### src/rtl/residual_ram_reader_if.sv
// ----------------------------------------------------------------------------
// residual_ram_reader_if
//
// Groups the control, RAM read-port and output-stream signals of
// residual_ram_reader. The clock and the asynchronous reset stay plain ports
// on the module itself.
//
// Signal summary:
//   iStart, iBaseAddr, iBlockSize   block request (sampled only while idle)
//   oRdAddr, oRdEn, iRamQ           residual RAM read port
//   oData, oValid, iReady, oLast    sample stream towards the Rice encoder
//   oBusy, oDone                    block status
//   oDbgState, oDbgFifoCount,
//   oDbgInflight                    debug visibility of FSM state and credits
//
// Modports:
//   master  the reader block (drives o*, samples i*)
//   slave   the surroundings: RAM, controller and consumer
// ----------------------------------------------------------------------------
interface residual_ram_reader_if #(
    parameter int DATA_W = 16,
    parameter int ADDR_W = 13
);
    // control
    logic              iStart;
    logic [ADDR_W-1:0] iBaseAddr;
    logic [ADDR_W-1:0] iBlockSize;

    // RAM read port
    logic [ADDR_W-1:0] oRdAddr;
    logic              oRdEn;
    logic [DATA_W-1:0] iRamQ;

    // Output stream. Valid/ready: a word moves when oValid and iReady are
    // both high on a rising edge; once oValid is raised, oData/oLast/oValid
    // hold steady until that transfer happens, and oValid never waits on
    // iReady.
    logic [DATA_W-1:0] oData;
    logic              oValid;
    logic              iReady;
    logic              oLast;

    // status
    logic              oBusy;
    logic              oDone;

    // debug
    logic [1:0]        oDbgState;
    logic [7:0]        oDbgFifoCount;
    logic [7:0]        oDbgInflight;

    modport master (
        input  iStart, iBaseAddr, iBlockSize,
        output oRdAddr, oRdEn,
        input  iRamQ,
        output oData, oValid, oLast,
        input  iReady,
        output oBusy, oDone,
        output oDbgState, oDbgFifoCount, oDbgInflight
    );

    modport slave (
        output iStart, iBaseAddr, iBlockSize,
        input  oRdAddr, oRdEn,
        output iRamQ,
        input  oData, oValid, oLast,
        output iReady,
        input  oBusy, oDone,
        input  oDbgState, oDbgFifoCount, oDbgInflight
    );
endinterface

### src/rtl/residual_ram_reader.sv
// ----------------------------------------------------------------------------
// residual_ram_reader
//
// Streams a block of residual samples out of the residual RAM towards the
// Rice encoder. The block issues its own RAM reads, follows each read
// through the RAM latency with a tag shift register and lands the returning
// word in a small output FIFO. Reads are only issued while the FIFO is sure
// to have room for every word still in flight, so back-pressure from the
// consumer can never overflow the FIFO, and with iReady held high one sample
// leaves per clock.
//
// Ports:
//   iClock    clock, rising edge
//   iReset_n  asynchronous active-low reset
//   bus       residual_ram_reader_if.master (control, RAM port, stream,
//             status, debug)
//
// Parameters:
//   DATA_W      sample width
//   ADDR_W      RAM address width (addresses wrap modulo 2^ADDR_W)
//   READ_LAT    RAM address-to-q latency, 1 or 2 cycles
//   FIFO_DEPTH  output FIFO entries; READ_LAT+2 is the smallest depth that
//               sustains one sample per clock
// ----------------------------------------------------------------------------
module residual_ram_reader #(
    parameter int DATA_W     = 16,
    parameter int ADDR_W     = 13,
    parameter int READ_LAT   = 2,
    parameter int FIFO_DEPTH = READ_LAT + 2
) (
    input  logic                 iClock,
    input  logic                 iReset_n,
    residual_ram_reader_if.master bus
);

    localparam int PTR_W = (FIFO_DEPTH > 1) ? $clog2(FIFO_DEPTH) : 1;
    localparam int CNT_W = $clog2(FIFO_DEPTH + 1);
    localparam int SUM_W = CNT_W + 1;

    typedef enum logic [1:0] {
        ST_IDLE  = 2'd0,
        ST_RUN   = 2'd1,
        ST_DRAIN = 2'd2
    } state_t;

    state_t state, state_next;

    // block registers
    logic [ADDR_W-1:0] base_q;
    logic [ADDR_W-1:0] size_q;
    logic [ADDR_W-1:0] issued_q;

    // read tracking: one {valid, last} tag per pipeline stage of the RAM
    logic [READ_LAT-1:0] tag_valid;
    logic [READ_LAT-1:0] tag_last;
    logic [CNT_W-1:0]    inflight;

    // output FIFO
    logic [DATA_W-1:0] fifo_data [FIFO_DEPTH];
    logic              fifo_last [FIFO_DEPTH];
    logic [PTR_W-1:0]  wr_ptr;
    logic [PTR_W-1:0]  rd_ptr;
    logic [CNT_W-1:0]  fifo_count;

    logic              done_q;

    // combinational control
    logic              credit_ok;
    logic              rd_en;
    logic              rd_last;
    logic              latch_block;
    logic              done_next;
    logic              push;
    logic              push_last;
    logic              pop;
    logic              fifo_empty;
    logic              head_last;

    function automatic logic [PTR_W-1:0] ptr_inc(input logic [PTR_W-1:0] p);
        return (p == PTR_W'(FIFO_DEPTH - 1)) ? '0 : p + PTR_W'(1);
    endfunction

    // ------------------------------------------------------------------
    // Credit accounting. Every valid tag is a word that will be pushed
    // without any chance of being refused, so a read may only start when
    // the words already stored plus those still inside the RAM leave a
    // free slot. A pop in the same cycle is deliberately not credited:
    // the freed slot becomes usable one cycle later.
    // ------------------------------------------------------------------
    always_comb begin
        inflight = '0;
        for (int i = 0; i < READ_LAT; i++) begin
            inflight = inflight + CNT_W'(tag_valid[i]);
        end
    end

    assign credit_ok = ({1'b0, fifo_count} + {1'b0, inflight}) < SUM_W'(FIFO_DEPTH);

    // A tag leaving the last stage means iRamQ holds its word right now.
    assign push      = tag_valid[READ_LAT-1];
    assign push_last = tag_last[READ_LAT-1];

    assign fifo_empty = (fifo_count == '0);
    assign pop        = !fifo_empty && bus.iReady;
    assign head_last  = fifo_last[rd_ptr];

    // ------------------------------------------------------------------
    // FSM: next state and per-cycle outputs
    // ------------------------------------------------------------------
    always_comb begin
        state_next  = state;
        rd_en       = 1'b0;
        rd_last     = 1'b0;
        latch_block = 1'b0;
        done_next   = 1'b0;

        case (state)
            ST_IDLE: begin
                if (bus.iStart) begin
                    if (bus.iBlockSize != '0) begin
                        latch_block = 1'b1;
                        state_next  = ST_RUN;
                    end else begin
                        // empty block: nothing to read, just report completion
                        done_next = 1'b1;
                    end
                end
            end

            ST_RUN: begin
                if (credit_ok) begin
                    rd_en   = 1'b1;
                    // size_q is never zero here, so size_q-1 is the final index
                    rd_last = (issued_q == size_q - ADDR_W'(1));
                    if (rd_last) begin
                        state_next = ST_DRAIN;
                    end
                end
            end

            ST_DRAIN: begin
                // The last-flagged word is by construction the final thing in
                // flight, so its transfer means the RAM pipe and FIFO are empty.
                if (pop && head_last) begin
                    state_next = ST_IDLE;
                    done_next  = 1'b1;
                end
            end

            default: begin
                state_next = ST_IDLE;
            end
        endcase
    end

    // ------------------------------------------------------------------
    // FSM state, block registers, tag pipeline, FIFO pointers
    // ------------------------------------------------------------------
    always_ff @(posedge iClock or negedge iReset_n) begin
        if (!iReset_n) begin
            state      <= ST_IDLE;
            base_q     <= '0;
            size_q     <= '0;
            issued_q   <= '0;
            tag_valid  <= '0;
            tag_last   <= '0;
            wr_ptr     <= '0;
            rd_ptr     <= '0;
            fifo_count <= '0;
            done_q     <= 1'b0;
        end else begin
            state  <= state_next;
            done_q <= done_next;

            if (latch_block) begin
                base_q   <= bus.iBaseAddr;
                size_q   <= bus.iBlockSize;
                issued_q <= '0;
            end else if (rd_en) begin
                issued_q <= issued_q + ADDR_W'(1);
            end

            tag_valid[0] <= rd_en;
            tag_last[0]  <= rd_last;
            for (int i = 1; i < READ_LAT; i++) begin
                tag_valid[i] <= tag_valid[i-1];
                tag_last[i]  <= tag_last[i-1];
            end

            if (push) begin
                wr_ptr <= ptr_inc(wr_ptr);
            end
            if (pop) begin
                rd_ptr <= ptr_inc(rd_ptr);
            end

            case ({push, pop})
                2'b10:   fifo_count <= fifo_count + CNT_W'(1);
                2'b01:   fifo_count <= fifo_count - CNT_W'(1);
                default: fifo_count <= fifo_count;
            endcase
        end
    end

    // FIFO storage needs no reset: nothing is ever read from a slot that
    // has not been written since the pointers were cleared.
    always_ff @(posedge iClock) begin
        if (push) begin
            fifo_data[wr_ptr] <= bus.iRamQ;
            fifo_last[wr_ptr] <= push_last;
        end
    end

    // ------------------------------------------------------------------
    // Outputs
    // ------------------------------------------------------------------
    // The address is an ADDR_W-bit sum, so running past the top of the RAM
    // wraps to address 0 for free.
    assign bus.oRdAddr = base_q + issued_q;
    assign bus.oRdEn   = rd_en;

    // Stream outputs are forced to zero while empty so that stale FIFO
    // contents never show up on the bus.
    assign bus.oValid  = !fifo_empty;
    assign bus.oData   = fifo_empty ? '0 : fifo_data[rd_ptr];
    assign bus.oLast   = fifo_empty ? 1'b0 : head_last;

    assign bus.oBusy   = (state != ST_IDLE);
    assign bus.oDone   = done_q;

    assign bus.oDbgState     = state;
    assign bus.oDbgFifoCount = 8'(fifo_count);
    assign bus.oDbgInflight  = 8'(inflight);

endmodule

### src/flat_wrapper.sv
// flat-port wrapper written by rule: the top's interface ports become plain ports
module residual_ram_reader_flat 
#(
    parameter int DATA_W     = 16,
    parameter int ADDR_W     = 13,
    parameter int READ_LAT   = 2,
    parameter int FIFO_DEPTH = READ_LAT + 2
)
  (iClock, iReset_n, bus_iStart, bus_iBaseAddr, bus_iBlockSize, bus_oRdAddr, bus_oRdEn, bus_iRamQ, bus_oData, bus_oValid, bus_oLast, bus_iReady, bus_oBusy, bus_oDone, bus_oDbgState, bus_oDbgFifoCount, bus_oDbgInflight);
  residual_ram_reader_if #(.DATA_W(DATA_W), .ADDR_W(ADDR_W)) bus_i ();
  input  logic iClock;
  input  logic iReset_n;
  input wire logic [$bits(bus_i.iStart)-1:0] bus_iStart;
  input wire logic [$bits(bus_i.iBaseAddr)-1:0] bus_iBaseAddr;
  input wire logic [$bits(bus_i.iBlockSize)-1:0] bus_iBlockSize;
  output wire logic [$bits(bus_i.oRdAddr)-1:0] bus_oRdAddr;
  output wire logic [$bits(bus_i.oRdEn)-1:0] bus_oRdEn;
  input wire logic [$bits(bus_i.iRamQ)-1:0] bus_iRamQ;
  output wire logic [$bits(bus_i.oData)-1:0] bus_oData;
  output wire logic [$bits(bus_i.oValid)-1:0] bus_oValid;
  output wire logic [$bits(bus_i.oLast)-1:0] bus_oLast;
  input wire logic [$bits(bus_i.iReady)-1:0] bus_iReady;
  output wire logic [$bits(bus_i.oBusy)-1:0] bus_oBusy;
  output wire logic [$bits(bus_i.oDone)-1:0] bus_oDone;
  output wire logic [$bits(bus_i.oDbgState)-1:0] bus_oDbgState;
  output wire logic [$bits(bus_i.oDbgFifoCount)-1:0] bus_oDbgFifoCount;
  output wire logic [$bits(bus_i.oDbgInflight)-1:0] bus_oDbgInflight;
  assign bus_i.iStart = bus_iStart;
  assign bus_i.iBaseAddr = bus_iBaseAddr;
  assign bus_i.iBlockSize = bus_iBlockSize;
  assign bus_oRdAddr = bus_i.oRdAddr;
  assign bus_oRdEn = bus_i.oRdEn;
  assign bus_i.iRamQ = bus_iRamQ;
  assign bus_oData = bus_i.oData;
  assign bus_oValid = bus_i.oValid;
  assign bus_oLast = bus_i.oLast;
  assign bus_i.iReady = bus_iReady;
  assign bus_oBusy = bus_i.oBusy;
  assign bus_oDone = bus_i.oDone;
  assign bus_oDbgState = bus_i.oDbgState;
  assign bus_oDbgFifoCount = bus_i.oDbgFifoCount;
  assign bus_oDbgInflight = bus_i.oDbgInflight;
  residual_ram_reader #(.DATA_W(DATA_W), .ADDR_W(ADDR_W), .READ_LAT(READ_LAT), .FIFO_DEPTH(FIFO_DEPTH)) u_core (.iClock(iClock), .iReset_n(iReset_n), .bus(bus_i));
endmodule
### config.mk
export PLATFORM = sky130hd
export DESIGN_NAME = residual_ram_reader_flat
export DESIGN_NICKNAME = d
export VERILOG_FILES = /design/src/rtl/residual_ram_reader_if.sv /design/src/rtl/residual_ram_reader.sv /design/src/flat_wrapper.sv
export SDC_FILE = /design/constraint.sdc
export NUM_CORES = 1
export LEC_CHECK = 0
export ABC_AREA = 1
export BUFFER_PORTS_ARGS = -buffer_cell sky130_fd_sc_hd__buf_2
export CAP_MARGIN = 25
export CORE_MARGIN = 2
export CORE_UTILIZATION = 50
export DETAILED_ROUTE_END_ITERATION = 12
export GPL_TIMING_DRIVEN = 0
export PLACE_DENSITY = 0.72
export SYNTH_ARGS = -nofsm -noshare
export SYNTH_HDL_FRONTEND = slang
export SYNTH_SLANG_ARGS = --single-unit
export TNS_END_PERCENT = 20
### constraint.sdc
create_clock -name iClock -period 3.3 [get_ports iClock]
set_input_delay 0.33 -clock iClock [delete_from_list [all_inputs] [get_ports iClock]]
set_output_delay 0.33 -clock iClock [all_outputs]
set_load 0.02 [all_outputs]
==> impl_metrics.yaml <==
critical_path:
  cp_slowest_cell: "dfrtp_1"
  crit_path_start: "u_core.issued_q[0]"
  path_class: "reg -> out"
  r2r_end: "u_core.fifo_count[1]"
  path_cells: "ha_1, inv_1, fa_1, o21ai_0, a21oi_1, o21bai_1, xor2_1, buf_2"
  critPathBufInv: 2
  max_stage_delay_ps: 440
  r2r_start: "u_core.fifo_count[0]"
  crit_path_end_kind: "primary output"
  critical_path_required_ps: 2970
  crit_fanout: 5
  critical_path_arrival_ps: 2660
  start_kind: "flip-flop"
  worstRegToRegCells: 8
  r2r_setup_slack_ps: 880
  cp_top_family: "compound AO/OA/AOI/OAI gates"
global_routing:
  grt_max_degree: 37
  gr-total-overflow: 0
  antenna_found_initial: 0
  grt_first_pass_wirelength_mm: 23.02
  track_usage_pct: 22.69
  grt_pass1_vias: 4956
pwr:
  seq_power_share_pct: 31.8
  power_frac_comb_pct: 42.0
  power_frac_clock_pct: 26.2
  swShare_pct: 41.75
  p_leak_nw: 3.539
  intPower_mw: 4.163
  power_density_nw_per_um2: 940.4
  vdd_ir_drop_max_uv: 455.5
  netSwitchingPower_mw: 2.984
worst_hold_path:
  hold_end: "u_core.fifo_data[2][0]"
  min_path_type: "in -> reg"
  hold_path_startpoint: "bus_iRamQ[0]"
  whs_path_depth: 1
final_layout:
  drive_above_1_share_pct: 20.24
  fin_cells: 988
  nets: 877
  area_growth_pct: 20.80
  diodes: 0
  nFillCells: 1021
  final_area_sq_um: 7600
clock_tree:
  clk_latency_ps: 420
  clk_pin_slew_ps: 60
  cts.path.max_buffers: 2
  ctsResizeCount: 0
  cts_buffers: 17
  h-tree-depth: 4
  cts.sinks: 121
  cts_tree: "built"
  root_buffer: "clkbuf_16"
  cts_setup_buffers: 0
yosys:
  async_flop_share_pct: 43.80
  ys_ff_latch: 121
  yosys_warnings: 0
  synthCells: 690
  synth_simple_gate_area_share_pct: 20.68
  synth.avg_cell_area_sq_um: 9.117
  synth_top_family_by_area: "simple AND/OR/NAND/NOR gates"
  synth-compound-area-share_pct: 9.984
  synthXorXnorAreaFrac_pct: 3.321
  synth_fa_ha_area_share_pct: 5.012
  synth_top_flop_cell: "edfxtp_1"
  synthMuxAreaShare_pct: 0
  yosysSeqAreaShare_pct: 53.54
  synth-edff-count: 68
  synth_cell_types: 39
  syn-cell-area_sq_um: 6291
run:
  drv_cap: 0
die:
  die_w_microns: 116.2
  core_area_sq_um: 12160
  start_util_pct: 51.73
  fp.dieH_microns: 116.2
  num_rows: 40
  pin_count: 98
  die_area_sq_um: 13500
placement:
  dp_cells: 955
  dp_hpwl_mm: 10.19
  placed_area_sq_um: 6989
  finalWeightedCongestion: 0.8610
  dp_slack_ps: 804.7
  io_buffers: 86
timing:
  fin_skew_ps: 6.998
  tns_ps: 0
  tightest_slew_ps: 797.7
  hold_viol: 0
  setup_viol: 0
  rsz0062_at_grt: "no"
  slew_headroom_pct: 46.76
  period_share_pct: 90.73
  drv_slew: 0
  whs_ps: 122.1
  setup_slack_ps: 306.0
  fmax_ghz: 0.3340
  period_minus_slack_ps: 2994
routing:
  ant_nets: 0
  dr.pass1.iters: 5
  via_per_inst: 5.150
  finalWirelength_mm: 14.51
  wl_per_cell_microns: 14.68
  vias: 5088
  drcViolationCount: 0
  initialDrtViolationCount: 379
status:
  status: "finished, final reports clean"
-- worst max-delay path by stage --
stage	end	slack [ps]	cells past startpoint
2_1_floorplan	bus_oRdAddr[10]	990	7
3_5_place_dp	bus_oRdAddr[10]	800	8
3_3_place_gp	bus_oRdAddr[10]	800	8
6_report	bus_oRdAddr[10]	310	8
4_1_cts	bus_oRdAddr[10]	320	8
5_1_grt	bus_oRdAddr[10]	90	8
-- kinds of logic after synthesis --
| group | after synthesis |
|---|---|
| fa+ha+maj | 24 |
| other cells | 1 |
| compound gates | 123 |
| buf+inv | 109 |
| xor+xnor | 23 |
| flops | 121 |
| simple gates | 289 |
-- per-stage QoR --
step / power, mW / utilization, %
CTS: 7.166 / 62.49
detailed placement: 5.282 / 57.47
global route: 7.625 / 62.49
floorplan: 4.345 / -
finish: 7.147 / 62.49
global placement: 5.172 / 57.30
-- cells in the final DEF (no fill, tap or decap), types with 3 or more instances in the layout --
cell type / synthesis / layout
a21oi_1: 43 / 43
buf_2: 6 / 92
buf_4: 13 / 13
bufinv_16: 0 / 3
clkbuf_1: 9 / 9
clkbuf_16: 0 / 17
clkinv_2: 0 / 3
clkinv_4: 0 / 3
clkinvlp_4: 0 / 3
conb_1: 1 / 11
dfrtp_1: 53 / 53
edfxtp_1: 68 / 68
ha_1: 22 / 22
inv_1: 75 / 75
inv_2: 3 / 3
nand2_1: 121 / 121
nand2_2: 3 / 3
nand3_1: 25 / 25
nand3_2: 6 / 6
nand4_1: 8 / 8
nor2_1: 99 / 99
nor2_2: 6 / 6
nor2_4: 3 / 3
nor3_1: 7 / 7
nor3_2: 3 / 3
o21ai_0: 74 / 74
xnor2_1: 10 / 10
xor2_1: 12 / 12
-- power groups by stage --
stage / clock network (mW) / logic (mW) / registers, mW
3_5_place_dp: 0 / 2.98 / 2.30
4_1_cts: 1.89 / 3.01 / 2.27
3_3_place_gp: 0 / 2.89 / 2.28
5_1_grt: 1.95 / 3.35 / 2.32
2_1_floorplan: 0 / 2.10 / 2.25
6_report: 1.87 / 3.00 / 2.28
-- Yosys cell counts (2+ instances only) --
cell	instances	area share, %
nand2_1	121	7.2
nand3_1	25	2.0
buf_2	6	0.48
inv_1	75	4.5
nor4_1	2	0.20
a21oi_1	43	3.4
nand4_1	8	0.80
nor2_4	3	0.54
fa_1	2	0.64
buf_4	13	1.6
o21ai_0	74	5.9
dfrtp_1	53	21
nor3_1	7	0.56
buf_1	2	0.12
nor2_2	6	0.60
nor2_1	99	5.9
xnor2_1	10	1.4
a21o_1	2	0.24
nor3_2	3	0.48
ha_1	22	4.4
inv_2	3	0.18
nand3_2	6	0.95
clkbuf_1	9	0.54
xor2_1	12	1.7
nand2_2	3	0.30
edfxtp_1	68	32
-- what timing repair did --
item / 4_1_cts / 5_1_grt
hold buffers: 1 / 0
hold endpoints to repair: 17 / 0
setup endpoints to repair: 0 / 0
-- registers in the layout, indices dropped and copies added (netlist names) --
register              flops
u_core.fifo_count         3
u_core.bus.oDbgState      2
u_core.wr_ptr             2
u_core.issued_q          13
u_core.bus.oDone          1
u_core.fifo_data         64
u_core.fifo_last          4
u_core.tag_last           2
u_core.tag_valid          2
u_core.size_q            13
u_core.rd_ptr             2
u_core.base_q            13
-- per-layer routing --
layer,GRT usage [%],share of wire (%),up-vias
met5,0,0,-
met4,9.683,2.5,0
met3,5.864,5.9,34
met2,40.16,51,171
met1,26.17,41,2385
li1,-,-,2498
-- area by class of cell --
cell class,instances,area (sq um),area share (%)
inverter,79,296.5,3.902
multi-input combinational,470,2495,32.83
clock inverter,15,175.2,2.305
tap,168,210.2,2.766
buffer,30,168.9,2.223
clock buffer,17,425.4,5.598
sequential,121,3368,44.32
timing repair buffer,88,460.4,6.059
No activity file was read; power rests on OpenSTA's default activity.
